==> config.mk <==
export PLATFORM = sky130hd
export DESIGN_NAME = load_store_unit_flat
export DESIGN_NICKNAME = d
export VERILOG_FILES = /design/src/rtl/load_store_unit_if.sv /design/src/rtl/load_store_unit.sv /design/src/flat_wrapper.sv
export SDC_FILE = /design/constraint.sdc
export NUM_CORES = 1
export LEC_CHECK = 0
export CORE_AREA = 2 2 158 160
export DETAILED_ROUTE_END_ITERATION = 12
export DIE_AREA = 0 0 160 162
export DONT_BUFFER_PORTS = 1
export PLACE_DENSITY = 0.65
export SLEW_MARGIN = 20
export SYNTH_ARGS = -nofsm -noshare
export SYNTH_HDL_FRONTEND = slang
export SYNTH_SLANG_ARGS = --single-unit
export TNS_END_PERCENT = 1
==> constraint.sdc <==
create_clock -name clk -period 7.8 [get_ports clk]
set_clock_uncertainty 0.2 [all_clocks]
set_input_delay 1.95 -clock clk [delete_from_list [all_inputs] [get_ports clk]]
set_output_delay 1.95 -clock clk [all_outputs]
set_load 0.05 [all_outputs]
==> src/rtl/load_store_unit_if.sv <==
// Core-side request/response and memory-side bus of the load/store unit.
// The slave modport is the unit itself; the master modport is whoever drives it.
interface load_store_unit_if;
    logic        req_valid;
    logic        req_ready;
    logic        req_we;
    logic [2:0]  req_funct3;
    logic [63:0] req_addr;
    logic [63:0] req_wdata;
    logic        rsp_valid;
    logic [63:0] rsp_rdata;
    logic        rsp_err;
    logic        mem_req;
    logic        mem_we;
    logic [63:0] mem_addr;
    logic [63:0] mem_wdata;
    logic [7:0]  mem_strb;
    logic        mem_ack;
    logic [63:0] mem_rdata;

    modport slave (
        input  req_valid, req_we, req_funct3, req_addr, req_wdata,
        output req_ready, rsp_valid, rsp_rdata, rsp_err,
        output mem_req, mem_we, mem_addr, mem_wdata, mem_strb,
        input  mem_ack, mem_rdata
    );

    modport master (
        output req_valid, req_we, req_funct3, req_addr, req_wdata,
        input  req_ready, rsp_valid, rsp_rdata, rsp_err,
        input  mem_req, mem_we, mem_addr, mem_wdata, mem_strb,
        output mem_ack, mem_rdata
    );
endinterface

==> src/rtl/load_store_unit.sv <==
// RV64I load/store unit: one outstanding access, doubleword memory bus with byte strobes.
// Optional REQ-state timeout abort is enabled by defining LSU_TIMEOUT_EN.
module load_store_unit #(
    parameter int TIMEOUT = 16
) (
    input  logic             clk,
    input  logic             rst,
    load_store_unit_if.slave bus
);

    typedef enum logic [1:0] {
        S_IDLE,
        S_REQ,
        S_RESP
    } state_t;

    state_t      state_q, state_d;
    logic [2:0]  funct3_q, funct3_d;
    logic [2:0]  off_q, off_d;
    logic        mem_req_q, mem_req_d;
    logic        mem_we_q, mem_we_d;
    logic [63:0] mem_addr_q, mem_addr_d;
    logic [63:0] mem_wdata_q, mem_wdata_d;
    logic [7:0]  mem_strb_q, mem_strb_d;
    logic        rsp_valid_q, rsp_valid_d;
    logic        rsp_err_q, rsp_err_d;
    logic [63:0] rsp_rdata_q, rsp_rdata_d;

    logic        req_bad;

    if (TIMEOUT < 1) begin : g_bad_timeout
        $error("load_store_unit: TIMEOUT must be at least 1");
    end

`ifdef LSU_TIMEOUT_EN
    localparam int CNT_W = (TIMEOUT > 1) ? $clog2(TIMEOUT) : 1;
    localparam logic [CNT_W-1:0] CNT_LAST = CNT_W'(TIMEOUT - 1);

    logic [CNT_W-1:0] tmo_cnt_q, tmo_cnt_d;
`endif

    function automatic logic [7:0] size_mask(input logic [1:0] sz);
        logic [7:0] m;
        case (sz)
            2'b00:   m = 8'h01;
            2'b01:   m = 8'h03;
            2'b10:   m = 8'h0F;
            default: m = 8'hFF;
        endcase
        return m;
    endfunction

    function automatic logic misaligned(input logic [1:0] sz, input logic [2:0] off);
        logic r;
        case (sz)
            2'b00:   r = 1'b0;
            2'b01:   r = off[0];
            2'b10:   r = |off[1:0];
            default: r = |off;
        endcase
        return r;
    endfunction

    // Select the addressed lanes out of the doubleword, then sign- or zero-extend.
    function automatic logic [63:0] load_extend(input logic [63:0] rdata,
                                                input logic [2:0]  f3,
                                                input logic [2:0]  off);
        logic [63:0] sh;
        logic [63:0] r;
        sh = rdata >> {off, 3'b000};
        case (f3[1:0])
            2'b00:   r = f3[2] ? {56'd0, sh[7:0]}  : {{56{sh[7]}},  sh[7:0]};
            2'b01:   r = f3[2] ? {48'd0, sh[15:0]} : {{48{sh[15]}}, sh[15:0]};
            2'b10:   r = f3[2] ? {32'd0, sh[31:0]} : {{32{sh[31]}}, sh[31:0]};
            default: r = sh;
        endcase
        return r;
    endfunction

    assign req_bad = (bus.req_funct3 == 3'b111)
                   || (bus.req_we && bus.req_funct3[2])
                   || misaligned(bus.req_funct3[1:0], bus.req_addr[2:0]);

    always_comb begin
        state_d     = state_q;
        funct3_d    = funct3_q;
        off_d       = off_q;
        mem_req_d   = mem_req_q;
        mem_we_d    = mem_we_q;
        mem_addr_d  = mem_addr_q;
        mem_wdata_d = mem_wdata_q;
        mem_strb_d  = mem_strb_q;
        rsp_valid_d = 1'b0;
        rsp_err_d   = rsp_err_q;
        rsp_rdata_d = rsp_rdata_q;
`ifdef LSU_TIMEOUT_EN
        tmo_cnt_d   = tmo_cnt_q;
`endif

        case (state_q)
            S_IDLE: begin
                if (bus.req_valid) begin
                    funct3_d = bus.req_funct3;
                    off_d    = bus.req_addr[2:0];
                    if (req_bad) begin
                        // Rejected requests never touch the memory bus.
                        state_d     = S_RESP;
                        rsp_valid_d = 1'b1;
                        rsp_err_d   = 1'b1;
                        rsp_rdata_d = 64'd0;
                    end else begin
                        state_d     = S_REQ;
                        mem_req_d   = 1'b1;
                        mem_we_d    = bus.req_we;
                        mem_addr_d  = {bus.req_addr[63:3], 3'b000};
                        mem_wdata_d = bus.req_wdata << {bus.req_addr[2:0], 3'b000};
                        mem_strb_d  = bus.req_we
                                    ? size_mask(bus.req_funct3[1:0]) << bus.req_addr[2:0]
                                    : 8'h00;
`ifdef LSU_TIMEOUT_EN
                        tmo_cnt_d   = '0;
`endif
                    end
                end
            end

            S_REQ: begin
                if (bus.mem_ack) begin
                    state_d     = S_RESP;
                    mem_req_d   = 1'b0;
                    rsp_valid_d = 1'b1;
                    rsp_err_d   = 1'b0;
                    rsp_rdata_d = mem_we_q ? 64'd0 : load_extend(bus.mem_rdata, funct3_q, off_q);
                end
`ifdef LSU_TIMEOUT_EN
                else if (tmo_cnt_q == CNT_LAST) begin
                    state_d     = S_RESP;
                    mem_req_d   = 1'b0;
                    rsp_valid_d = 1'b1;
                    rsp_err_d   = 1'b1;
                    rsp_rdata_d = 64'd0;
                end else begin
                    tmo_cnt_d = tmo_cnt_q + 1'b1;
                end
`endif
            end

            S_RESP: begin
                state_d = S_IDLE;
            end

            default: begin
                state_d   = S_IDLE;
                mem_req_d = 1'b0;
            end
        endcase
    end

    always_ff @(posedge clk or posedge rst) begin
        if (rst) begin
            state_q     <= S_IDLE;
            funct3_q    <= 3'd0;
            off_q       <= 3'd0;
            mem_req_q   <= 1'b0;
            mem_we_q    <= 1'b0;
            mem_addr_q  <= 64'd0;
            mem_wdata_q <= 64'd0;
            mem_strb_q  <= 8'h00;
            rsp_valid_q <= 1'b0;
            rsp_err_q   <= 1'b0;
            rsp_rdata_q <= 64'd0;
        end else begin
            state_q     <= state_d;
            funct3_q    <= funct3_d;
            off_q       <= off_d;
            mem_req_q   <= mem_req_d;
            mem_we_q    <= mem_we_d;
            mem_addr_q  <= mem_addr_d;
            mem_wdata_q <= mem_wdata_d;
            mem_strb_q  <= mem_strb_d;
            rsp_valid_q <= rsp_valid_d;
            rsp_err_q   <= rsp_err_d;
            rsp_rdata_q <= rsp_rdata_d;
        end
    end

`ifdef LSU_TIMEOUT_EN
    always_ff @(posedge clk or posedge rst) begin
        if (rst) begin
            tmo_cnt_q <= '0;
        end else begin
            tmo_cnt_q <= tmo_cnt_d;
        end
    end
`endif

    assign bus.req_ready = (state_q == S_IDLE);
    assign bus.rsp_valid = rsp_valid_q;
    assign bus.rsp_err   = rsp_err_q;
    assign bus.rsp_rdata = rsp_rdata_q;
    assign bus.mem_req   = mem_req_q;
    assign bus.mem_we    = mem_we_q;
    assign bus.mem_addr  = mem_addr_q;
    assign bus.mem_wdata = mem_wdata_q;
    assign bus.mem_strb  = mem_strb_q;

endmodule
==> src/flat_wrapper.sv <==
// flat-port wrapper written by rule: the top's interface ports become plain ports
module load_store_unit_flat 
#(
    parameter int TIMEOUT = 16
)
  (clk, rst, bus_req_valid, bus_req_we, bus_req_funct3, bus_req_addr, bus_req_wdata, bus_req_ready, bus_rsp_valid, bus_rsp_rdata, bus_rsp_err, bus_mem_req, bus_mem_we, bus_mem_addr, bus_mem_wdata, bus_mem_strb, bus_mem_ack, bus_mem_rdata);
  load_store_unit_if bus_i ();
  input  logic clk;
  input  logic rst;
  input wire logic [$bits(bus_i.req_valid)-1:0] bus_req_valid;
  input wire logic [$bits(bus_i.req_we)-1:0] bus_req_we;
  input wire logic [$bits(bus_i.req_funct3)-1:0] bus_req_funct3;
  input wire logic [$bits(bus_i.req_addr)-1:0] bus_req_addr;
  input wire logic [$bits(bus_i.req_wdata)-1:0] bus_req_wdata;
  output wire logic [$bits(bus_i.req_ready)-1:0] bus_req_ready;
  output wire logic [$bits(bus_i.rsp_valid)-1:0] bus_rsp_valid;
  output wire logic [$bits(bus_i.rsp_rdata)-1:0] bus_rsp_rdata;
  output wire logic [$bits(bus_i.rsp_err)-1:0] bus_rsp_err;
  output wire logic [$bits(bus_i.mem_req)-1:0] bus_mem_req;
  output wire logic [$bits(bus_i.mem_we)-1:0] bus_mem_we;
  output wire logic [$bits(bus_i.mem_addr)-1:0] bus_mem_addr;
  output wire logic [$bits(bus_i.mem_wdata)-1:0] bus_mem_wdata;
  output wire logic [$bits(bus_i.mem_strb)-1:0] bus_mem_strb;
  input wire logic [$bits(bus_i.mem_ack)-1:0] bus_mem_ack;
  input wire logic [$bits(bus_i.mem_rdata)-1:0] bus_mem_rdata;
  assign bus_i.req_valid = bus_req_valid;
  assign bus_i.req_we = bus_req_we;
  assign bus_i.req_funct3 = bus_req_funct3;
  assign bus_i.req_addr = bus_req_addr;
  assign bus_i.req_wdata = bus_req_wdata;
  assign bus_req_ready = bus_i.req_ready;
  assign bus_rsp_valid = bus_i.rsp_valid;
  assign bus_rsp_rdata = bus_i.rsp_rdata;
  assign bus_rsp_err = bus_i.rsp_err;
  assign bus_mem_req = bus_i.mem_req;
  assign bus_mem_we = bus_i.mem_we;
  assign bus_mem_addr = bus_i.mem_addr;
  assign bus_mem_wdata = bus_i.mem_wdata;
  assign bus_mem_strb = bus_i.mem_strb;
  assign bus_i.mem_ack = bus_mem_ack;
  assign bus_i.mem_rdata = bus_mem_rdata;
  load_store_unit #(.TIMEOUT(TIMEOUT)) u_core (.clk(clk), .rst(rst), .bus(bus_i));
endmodule
**Word level (Yosys, flattened, before mapping)**

Cells that the tools add are included.

- Bits of input ports: 200
- Output and inout port bits: 205
- Register bits after elaboration: 209
- Word-level logic and storage cells: 71

- Bitwise operators: 2
- Eq/ne operators: 11
- Muxes and demuxes: 30
- Shifts and indexed selects: 3
- Reduce and logical (&&, ||, !) cells: 14

Operators by type and width:

| cell | number |
|---|---|
| $mux W64 | 7 |
| $pmux W64 S3 | 1 |
| $pmux W64 S2 | 1 |
| $shl A64 B6 Y64 | 1 |
| $shr A64 B6 Y64 | 1 |
| $mux W8 | 4 |
| $pmux W8 S3 | 1 |
| $mux W1 | 8 |
| $reduce_and A4 Y1 | 2 |
| $shl A8 B3 Y8 | 1 |
| $eq A2 B1 Y1 const B | 3 |
| $eq A2 B2 Y1 const B | 3 |
| $logic_not A2 Y1 | 3 |
| $mux W2 | 3 |
| $ne A2 B2 Y1 const B | 3 |
| $pmux W1 S3 | 2 |
| $pmux W1 S2 | 2 |
| $pmux W2 S2 | 1 |
| $reduce_and A2 Y1 | 2 |
| $eq A3 B3 Y1 const B | 1 |
| $reduce_and A3 Y1 | 1 |
| $reduce_or A3 Y1 | 1 |
| $logic_or A1 B1 Y1 | 2 |
| $ne A2 B1 Y1 const B | 1 |
| 4 further kinds | 5 |

**Depth between registers and ports, before layout**

Gate-level depths: netlist (run 1).

- Depth after elaboration: 8
- Gate-level depth with buffers: 9
- Gate-level depth less buffers: 5

**Worst setup path before layout (run 1)**

Ideal clock, no wire load.

- Kind: input-to-reg
- From: input bus_mem_rdata[31]
- To: register u_core.rsp_rdata_q[52], in the netlist u_core.bus.rsp_rdata[52]
- Slack: 3.977 ns
- Arrival: 3.504 ns
- Stages: 6
- Data required time: 7.480 ns
- Library setup time: 0.120 ns
- Buffers on the path: 1
- Cell sequence: mux2_2 -> mux4_2 -> and3_4 -> o41ai_4 -> buf_6 -> o21ai_2

- Longest elaborated chain between the ends: 6
- Elaborated cells between the ends (all ways): 8
- Classes of those cells: shift (1); mux (7)

RTL lines:

| item | line | RTL |
|---|---|---|
| from (decl) | flat_wrapper.sv:25 | `input wire logic [$bits(bus_i.mem_rdata)-1:0] bus_mem_rdata;` |
| $shr A64 B6 Y64 * | load_store_unit.sv:70 | `sh = rdata >> {off, 3'b000};` |
| $mux W64, on equally long branches | load_store_unit.sv:74, load_store_unit.sv:72, load_store_unit.sv:73 |  |
| $pmux W64 S3 * | load_store_unit.sv:71 | `case (f3[1:0])` |
| $mux W64 * | load_store_unit.sv:133 | `rsp_rdata_d = mem_we_q ? 64'd0 : load_extend(bus.mem_rdata, funct3_q, off_q);` |
| $mux W64 * | load_store_unit.sv:128 | `if (bus.mem_ack) begin` |
| $pmux W64 S2 * | load_store_unit.sv:100 | `case (state_q)` |
| to (signal assigned) | load_store_unit.sv:183 | `rsp_rdata_q <= rsp_rdata_d;` |
| to (decl) | load_store_unit.sv:27 | `logic [63:0] rsp_rdata_q, rsp_rdata_d;` |

Every way passes the cells marked *; elsewhere a longest branch is shown, timed or not. The select of a mux whose other input is x is not followed.
A chain may end at the register's enable or synchronous reset.

**Worst setup path in the final report (run 1)**

- From: input bus_req_addr[0]
- To: register u_core.state_q[0]

- Longest elaborated chain between the ends: 6
- Elaborated cells between the ends (all ways): 7
- Classes of those cells: mux (4); reduce/logical (3)

RTL lines:

| item | line | RTL |
|---|---|---|
| from (decl) | flat_wrapper.sv:13 | `input wire logic [$bits(bus_i.req_addr)-1:0] bus_req_addr;` |
| $reduce_or A3 Y1 or $reduce_or A2 Y1 (tied branches) | load_store_unit.sv:59, load_store_unit.sv:58 |  |
| $pmux W1 S3 * | load_store_unit.sv:55 | `case (sz)` |
| $logic_or A1 B1 Y1 * | load_store_unit.sv:82 | `\|\| misaligned(bus.req_funct3[1:0], bus.req_addr[2:0]);` |
| $mux W2 * | load_store_unit.sv:105 | `if (req_bad) begin` |
| $mux W2 * | load_store_unit.sv:102 | `if (bus.req_valid) begin` |
| $pmux W2 S2 * | load_store_unit.sv:100 |  |
| to (signal assigned) | load_store_unit.sv:173 | `state_q <= state_d;` |
| to (decl) | load_store_unit.sv:17 | `state_t state_q, state_d;` |

Marks and branches as above.

==> results of run 1 <==
sequential cells by signal, indices dropped and copies added (netlist names):
signal	flops
u_core.bus.rsp_err	1
u_core.off_q	3
u_core.bus.mem_req	1
u_core.bus.mem_we	1
u_core.funct3_q	3
u_core.state_q	2
u_core.bus.rsp_rdata	64
u_core.bus.mem_strb	8
u_core.bus.mem_wdata	64
u_core.bus.mem_addr	61
u_core.bus.rsp_valid	1
per-layer routing:
metal | up-vias | wire (um) | track usage (%)
li1 | 4178 | - | -
met1 | 4510 | 13300 | 32.9
met2 | 502 | 17800 | 45.4
met3 | 97 | 4130 | 9.96
met4 | 2 | 1740 | 12.6
met5 | - | 13 | 0
cells in the final DEF, fill, tap and decap left out, drive strengths merged, types with 4 or more instances in the layout:
master | Yosys | routed
nand2 | 347 | 347
dfrtp | 209 | 209
nor2 | 101 | 101
o21ai | 94 | 94
a21oi | 60 | 60
mux2i | 55 | 55
mux4 | 55 | 55
mux2 | 31 | 31
clkbuf | 69 | 31
o31ai | 20 | 20
nand3 | 16 | 16
a221oi | 16 | 16
buf | 32 | 14
o21a | 11 | 11
a21o | 9 | 9
o211ai | 9 | 9
a221o | 8 | 8
a22oi | 8 | 8
a2bb2oi | 8 | 8
a31oi | 8 | 8
inv | 6 | 8
clkinv | 3 | 8
a211oi | 7 | 7
nor3 | 6 | 6
nor2b | 5 | 5
nand2b | 5 | 5
or2 | 4 | 4
bufinv | 0 | 4
cell families after synthesis:
kind of cell           after synthesis
multiplexers                       141
flip-flops                         209
other                                1
AO/OA/AOI/OAI                      268
buffers and inverters              111
AND/OR/NAND/NOR                    495
synthesized netlist by cell type (2+ instances only):
master | n | share of area [%]
a22oi_1 | 8 | 0.52
mux4_2 | 55 | 11
o2bb2ai_1 | 2 | 0.15
buf_2 | 15 | 0.65
a21oi_1 | 60 | 2.6
nand2b_1 | 5 | 0.27
o31ai_1 | 20 | 1.3
o21ai_0 | 83 | 3.6
buf_4 | 6 | 0.39
clkbuf_1 | 66 | 2.1
a21o_1 | 9 | 0.58
mux2i_1 | 55 | 4.7
buf_6 | 4 | 0.39
and2_1 | 3 | 0.16
o211ai_1 | 9 | 0.58
a2bb2oi_1 | 8 | 0.60
o21a_1 | 11 | 0.71
nor3_1 | 6 | 0.26
nand2_1 | 347 | 11
nor2_1 | 101 | 3.3
a221o_1 | 8 | 0.69
clkbuf_8 | 2 | 0.24
nor2b_1 | 5 | 0.27
dfrtp_1 | 209 | 45
a211oi_1 | 7 | 0.45
nand3_1 | 16 | 0.69
mux2_2 | 31 | 3.0
o21ai_2 | 10 | 0.75
a31oi_1 | 8 | 0.43
or2_2 | 4 | 0.22
a221oi_1 | 16 | 1.2
clkinv_1 | 3 | 0.097
inv_1 | 6 | 0.19
buf_1 | 7 | 0.23
area by class of cell:
cell class | count | area [um2]
well taps | 324 | 405
repair buffers | 14 | 113
inverters | 9 | 37.5
multi-input cells | 907 | 5900
flip-flops and latches | 209 | 5230
diodes | 2 | 5.00
clock inverters | 12 | 183
clock buffers | 31 | 657
fillers | 2265 | 11600
final timing paths:
check	cells after the start	endpoint	slack (ns)	start
setup / recovery	5	u_core.state_q[0]$_DFFE_PP0P_	3.48	bus_req_addr[0]
hold / removal	2	u_core.funct3_q[2]$_DFFE_PP0P_	0.39	u_core.funct3_q[2]$_DFFE_PP0P_
setup reg to reg	7	u_core.bus.rsp_rdata[61]$_DFFE_PP0P_	3.60	u_core.off_q[1]$_DFFE_PP0P_
hold reg to reg	2	u_core.funct3_q[2]$_DFFE_PP0P_	0.39	u_core.funct3_q[2]$_DFFE_PP0P_
max in group asynchronous	3	u_core.off_q[0]$_DFFE_PP0P_	4.86	rst
min in group asynchronous	2	u_core.bus.mem_addr[28]$_DFFE_PP0P_	1.31	rst
where the power goes:
group	switching (mW)	internal (mW)	total, mW
Sequential	1.47	1.39	2.86
Clock	0.478	0.731	1.21
Combinational	0.604	0.456	1.06
worst max-delay path: cells and delay by family:
| kind | cells | cell delay [ns] |
|---|---|---|
| buf+inv | 1 | 0.70 |
| compound gates | 4 | 1.80 |
through the flow:
stage,cell area (um2),cells
3_5_place_dp,11700,1463
5_1_grt,12500,1507
4_1_cts,12500,1506
2_1_floorplan,11600,1227
3_3_place_gp,11700,1463
6_report,12500,1508
==> results.toml, run 1 <==
[route]
first_iter_violations = 1004
drc_errors = 0
via_count = 9289
viasPerCell = 6.16
wire_per_inst_um = 24.5
ant_nets = 0
drtPass1Iterations = 5
drt-total-wl_um = 37000

[power_and_ir_drop]
power.leakage_nw = 5.59
peakVddDrop_v = 0.000229
power_density_mw_per_mm2 = 409
finalPower_mw = 5.13

[clocking]
post_cts_resized = 0
cts_hold_buf = 0
clk_pin_slew_ns = 0.06
cts_setup_buffers = 0
cts_buffers = 24
clk_path_buf_depth = 3
cts_tree = "built"
clk_latency_ns = 0.53
htreeDepth = 1
cts-root-buf = "clkbuf_16"
cts.sinks = 209

[placed_design]
numPortBuffers = 0
gp_congestion = 0.900
dp_slack_ns = 2.94
dp_hpwl_um = 26500

[worst_setup_path]
max_stage_delay_ns = 0.92
crit_arrival_ns = 4.49
critical_path_class = "primary input to flop"
path_common_cell = "o21ai_0"
path_cells = "a21oi_1 -> o21ai_0 -> a21bo_4 -> buf_4 -> o21ai_0"
cp_slowest_cell = "a21bo_4"
critPathLaunchType = "primary input"
path_max_fanout = 98
end_kind = "flop"
cp.required_ns = 7.97

[sta]
setup_ws_ns = 3.48
fin_crit_sh_pct = 55.4
worst_slew_pin_slew_ns = 1.06
max_slew_margin_pct = 29.1
period_minus_slack_ns = 4.32
drv_slew = 0
tns_ns = 0
hold_violations = 0
fmax_ghz = 0.231
rsz0062_at_grt = "no"
final-setup-viol-count = 0
holdWs_ns = 0.388

[cells_and_area]
area_delta_synth_final_pct = 8.02
finalNetCount = 1365
fin_util_pct = 52.0
drive_gt1_share_pct = 14.0

[global_route]
grt_antenna_before_repair = 2
grt_pass1_wl_um = 55600
overflow = 0
grt_pass1_vias = 9223
grt_start_max_net_pins = 99
grt_usage_pct = 27.7

[die]
start_util_pct = 48.1
die_h_um = 162
rows = 57
dieArea_mm2 = 0.0259
io_pins = 405
die_x_um = 160
coreArea_mm2 = 0.0241

[synthesis]
synth_edf_count = 0
ys.flop_type = "dfrtp_1"
synth_area_mm2 = 0.0116
syn_avg_cell_area_um2 = 9.47
synth_top_family_by_area = "multiplexers"
netlist_instances = 1225
ys_async_sr_fraction_pct = 100
ys_ff_latch = 209
yosys.area_share.simple_pct = 17.1
synthDistinctLibCells = 54
seq_area_frac_synth_pct = 45.1
synth_mux_area_share_pct = 18.4
synthAdderAreaFrac_pct = 0
synth-xor-area-share_pct = 0
synth_warnings = 0
synth_compound_area_share_pct = 15.0

[outcome]
status = "finished clean"

[flow_run]
drv_cap = 0

[min_path]
worstHoldPathType = "flop to flop"
(Power assumes the default switching activity.)
==> run 2, diff against run 1 <==
--- a/config.mk
+++ b/config.mk
@@ -9,7 +9,6 @@
 export DETAILED_ROUTE_END_ITERATION = 12
 export DIE_AREA = 0 0 160 162
 export DONT_BUFFER_PORTS = 1
-export PLACE_DENSITY = 0.65
 export SLEW_MARGIN = 20
 export SYNTH_ARGS = -nofsm -noshare
 export SYNTH_HDL_FRONTEND = slang
==> constraint.sdc (replaced) <==
create_clock -name clk -period 4.09 [get_ports clk]
set_clock_uncertainty 0.2 [all_clocks]
set_input_delay 1.0225 -clock clk [delete_from_list [all_inputs] [get_ports clk]]
set_output_delay 1.0225 -clock clk [all_outputs]
set_load 0.05 [all_outputs]
==> run 2 against run 1 <==
- utilization rose by 0.46 points
- die area did not move
- clock power up 94%
- first-iteration DRC count is 18% lower
- routed wire length is 0.43% higher
- critical endpoint is now u_core.bus.rsp_rdata[37]$_DFFE_PP0P_
==> results.toml, run 2 (same netlist as run 1, synthesis figures left out) <==
[outcome]
status = "finished clean"

[clocking]
clk_pin_slew_ns = 0.06
cts_hold_buf = 0
cts.sinks = 209
cts_buffers = 25
clk_latency_ns = 0.54
clk_path_buf_depth = 3
cts-root-buf = "clkbuf_16"
post_cts_resized = 0
cts_tree = "built"
htreeDepth = 1
cts_setup_buffers = 0

[worst_setup_path]
ff2ff_path_depth = 6
end_kind = "flop"
critPathLaunchType = "flop"
cp.required_ns = 4.29
critical_path_class = "flop to flop"
path_max_fanout = 17
timing.rr.start = "u_core.off_q[2]$_DFFE_PP0P_"
r2r_slack_ns = 1.25
crit_arrival_ns = 3.04
r2r-end = "u_core.bus.rsp_rdata[37]$_DFFE_PP0P_"

[sta]
period_minus_slack_ns = 2.84
fmax_ghz = 0.352
tns_ns = 0
final-setup-viol-count = 0
fin_crit_sh_pct = 69.5
worst_slew_pin_slew_ns = 0.928
drv_slew = 0
max_slew_margin_pct = 38.2
hold_violations = 0
rsz0062_at_grt = "no"

[power_and_ir_drop]
power_density_mw_per_mm2 = 780
power.leakage_nw = 5.64
pwr-share-comb_pct = 21.1
sequentialPowerShare_pct = 55.0
internal-power_mw = 4.99
clkPwrFrac_pct = 23.8
p_sw_share_pct = 49.4
finalPower_mw = 9.86
p_sw_mw = 4.87
peakVddDrop_v = 0.000369

[global_route]
grt_start_max_net_pins = 157
grt_usage_pct = 28.0
grt_pass1_vias = 9085
overflow = 0
grt_antenna_before_repair = 1
grt_pass1_wl_um = 56400

[route]
drtPass1Iterations = 6
first_iter_violations = 823
drc_errors = 0
viasPerCell = 6.16
wire_per_inst_um = 24.6
ant_nets = 0
via_count = 9316
drt-total-wl_um = 37200

[min_path]
worstHoldPathType = "primary input to async pin"

[cells_and_area]
fin_util_pct = 52.5
diodes = 0
area_delta_synth_final_pct = 8.98
final_cell_mix = "nand2_1, dfrtp_1, nor2_1"
finalNetCount = 1372
drive_gt1_share_pct = 14.4
layout_commonest_cell = "nand2_1"
final_cells = 1513

[placed_design]
gp_congestion = 0.970
numPortBuffers = 0
dpl.cell_count = 1469
dp_hpwl_um = 26800

[die]
rows = 57
die_h_um = 162
io_pins = 405
coreArea_mm2 = 0.0241
start_util_pct = 48.1
die_x_um = 160
dieArea_mm2 = 0.0259

[flow_run]
drv_cap = 0
run 2: worst max path at each step:
stage                                startpoint                                    to  slack [ns]  cells past startpoint
finish              u_core.off_q[2]$_DFFE_PP0P_  u_core.bus.rsp_rdata[37]$_DFFE_PP0P_        1.25                      6
global route        u_core.off_q[2]$_DFFE_PP0P_  u_core.bus.rsp_rdata[38]$_DFFE_PP0P_        1.06                      6
CTS                 u_core.off_q[2]$_DFFE_PP0P_  u_core.bus.rsp_rdata[35]$_DFFE_PP0P_        1.25                      6
detailed placement              bus_req_addr[0]         u_core.state_q[0]$_DFFE_PP0P_        0.92                      5
global placement              bus_mem_rdata[31]  u_core.bus.rsp_rdata[37]$_DFFE_PP0P_        0.96                      6
floorplan                                   rst   u_core.bus.mem_addr[10]$_DFFE_PP0P_        0.15                      1
run 2: through the flow:
stage | setup WS, ns | instance area, um2 | hold WS (ns)
after global placement | 0.956 | 11800 | 0.377
after floorplan | 0.153 | 11600 | 0.342
after detailed placement | 0.918 | 11800 | 0.391
after global routing | 1.06 | 12600 | 0.373
final | 1.25 | 12600 | 0.365
after CTS | 1.25 | 12600 | 0.375
run 2: routing by layer:
layer	share of wire [%]	GRT usage, %	wire length (um)
met1	36	32.5	13300
met2	50	47.3	18500
met3	11	10.5	3990
met4	3.8	10.9	1420
met5	0.035	0	13
run 2: power by group through the flow:
stage | clock (mW) | sequential (mW) | combinational (mW)
3_5_place_dp | 0 | 5.49 | 2.09
2_1_floorplan | 0 | 5.19 | 1.75
3_3_place_gp | 0 | 5.49 | 2.05
5_1_grt | 2.48 | 5.51 | 2.33
4_1_cts | 2.39 | 5.45 | 2.09
6_report | 2.35 | 5.43 | 2.08
run 2: cell type report:
type,count,area (um2)
Fill cell,2271,11500
Inverter,9,37.5
Clock buffer,36,737
Timing Repair Buffer,20,200
Clock inverter,8,135
Tap cell,324,405
Sequential cell,209,5230
Multi-Input combinational cell,907,5900
run 2: critical path, stage by stage, from the launching register on:
cell and delay (ns):
dfrtp_1 0.61, buf_4 0.31, mux4_2 0.57, and3_4 0.21, o41ai_4 0.32, buf_4 0.33, o21ai_0 0.14
==> run 3, diff against run 2 <==
==> constraint.sdc (replaced) <==
create_clock -name clk -period 2.8 [get_ports clk]
set_clock_uncertainty 0.2 [all_clocks]
set_input_delay 0.7 -clock clk [delete_from_list [all_inputs] [get_ports clk]]
set_output_delay 0.7 -clock clk [all_outputs]
set_load 0.05 [all_outputs]
==> run 3 against run 2 <==
- die area stayed put
- utilization is 0.57 points higher
- via count is 0.71% lower
- critical endpoint is now u_core.bus.rsp_rdata[63]$_DFFE_PP0P_
- largest power group unchanged
==> results.toml, run 3 (same netlist as run 1, synthesis figures left out) <==
[outcome]
status = "finished clean"

[die]
dieArea_mm2 = 0.0259
coreArea_mm2 = 0.0241
start_util_pct = 48.1
die_h_um = 162
io_pins = 405
die_x_um = 160
rows = 57

[sta]
rsz0062_at_grt = "no"
drv_slew = 0
worst_slew_pin_slew_ns = 0.750
fin_crit_sh_pct = 96.3
holdWs_ns = 0.0205
max_slew_margin_pct = 49.8
fmax_ghz = 0.371
setup_ws_ns = 0.103
final-setup-viol-count = 0
hold_violations = 0
period_minus_slack_ns = 2.70

[global_route]
top_usage_layer = "met2"
use_met3_pct = 10.6
grt_pass1_wl_um = 56800
grt_antenna_before_repair = 2
grt_pass1_vias = 9158
grt_start_max_net_pins = 107
grt_usage_pct = 28.2
grt_use_met1_pct = 32.4
use_met2_pct = 47.2
overflow = 0

[power_and_ir_drop]
power.leakage_nw = 5.73
clkPwrFrac_pct = 23.3
peakVddDrop_v = 0.000754
pwr-share-comb_pct = 22.0
p_sw_mw = 7.17
p_sw_share_pct = 49.7
sequentialPowerShare_pct = 54.7
finalPower_mw = 14.4
power_density_mw_per_mm2 = 1130
internal-power_mw = 7.26

[route]
wire_per_inst_um = 24.5
viasPerCell = 6.04
drc_errors = 0
ant_nets = 0
via_count = 9250
first_iter_violations = 744
drtPass1Iterations = 5
drt-total-wl_um = 37500

[clocking]
clk_latency_ns = 0.53
cts_tree = "built"
clk_path_buf_depth = 3
cts_hold_buf = 0
htreeDepth = 1
cts.sinks = 209
cts_buffers = 25
cts-root-buf = "clkbuf_16"
clk_pin_slew_ns = 0.06

[worst_setup_path]
cp.required_ns = 3.01
critical_path_class = "flop to flop"
end_kind = "flop"
path_max_fanout = 14
critPathLaunchType = "flop"
crit_arrival_ns = 2.90

[placed_design]
dp_hpwl_um = 27100
dp_slack_ns = -0.00751
numPortBuffers = 0
placed_area_mm2 = 0.0119
gp_congestion = 0.945

[cells_and_area]
design_area_mm2 = 0.0128
finalNetCount = 1389
layout_commonest_cell = "nand2_1"
diodes = 0
final_cell_mix = "nand2_1, dfrtp_1, nor2_1"
drive_gt1_share_pct = 15.7
area_delta_synth_final_pct = 10.2

[min_path]
worstHoldPathType = "primary input to async pin"

[flow_run]
drv_cap = 0
run 3: area by class of cell:
type | count | area (um2)
Timing Repair Buffer | 37 | 357
Clock inverter | 11 | 144
Multi-Input combinational cell | 907 | 5900
Sequential cell | 209 | 5230
Tap cell | 324 | 405
Fill cell | 2311 | 11300
Inverter | 9 | 41.3
Clock buffer | 34 | 699
run 3: worst max-delay path, stage by stage, from the launching register on:
cell	delay, ns
dfrtp_2	0.50
mux2_2	0.40
mux4_2	0.52
and3_4	0.22
o41ai_4	0.35
buf_4	0.27
o21ai_0	0.11
run 3: through the flow:
| step | util, % | std cells | setup TNS (ns) |
|---|---|---|---|
| 3_5_place_dp | 49.5 | 1486 | -0.0267 |
| 6_report | 53.0 | 1531 | 0 |
| 4_1_cts | 53.0 | 1531 | 0 |
| 3_3_place_gp | 49.5 | 1486 | 0 |
| 2_1_floorplan | - | 1227 | -170.17 |
| 5_1_grt | 53.0 | 1531 | 0 |
run 3: routing by layer:
metal  vias up  share of wire, %
li1       4224                 -
met2       412                49
met5         -             0.035
met4         2               4.8
met1      4516                35
met3        96                11
run 3: power groups by stage:
stage,clock [mW],sequential (mW),combinational [mW]
5_1_grt,3.52,8.01,3.54
3_3_place_gp,0,7.98,3.10
6_report,3.36,7.90,3.17
3_5_place_dp,0,7.98,3.16
2_1_floorplan,0,7.58,2.56
4_1_cts,3.43,7.93,3.17
run 3: final timing paths:
kind / slack (ns) / endpoint / startpoint / cells after the start
max: 0.10 / u_core.bus.rsp_rdata[63]$_DFFE_PP0P_ / u_core.off_q[1]$_DFFE_PP0P_ / 6
min: 0.02 / u_core.bus.mem_addr[48]$_DFFE_PP0P_ / rst / 2
max reg2reg: 0.10 / u_core.bus.rsp_rdata[63]$_DFFE_PP0P_ / u_core.off_q[1]$_DFFE_PP0P_ / 6
min reg2reg: 0.40 / u_core.funct3_q[2]$_DFFE_PP0P_ / u_core.funct3_q[2]$_DFFE_PP0P_ / 2
max in group asynchronous: 1.89 / u_core.off_q[1]$_DFFE_PP0P_ / rst / 2
min in group clk: 0.07 / u_core.bus.mem_addr[57]$_DFFE_PP0P_ / bus_req_addr[57] / 2
run 3: repair_timing:
item | 4_1_cts | 5_1_grt
endpoints found under the setup margin | 0 | 11
resized for setup | 0 | 3
setup buffers | 0 | 0
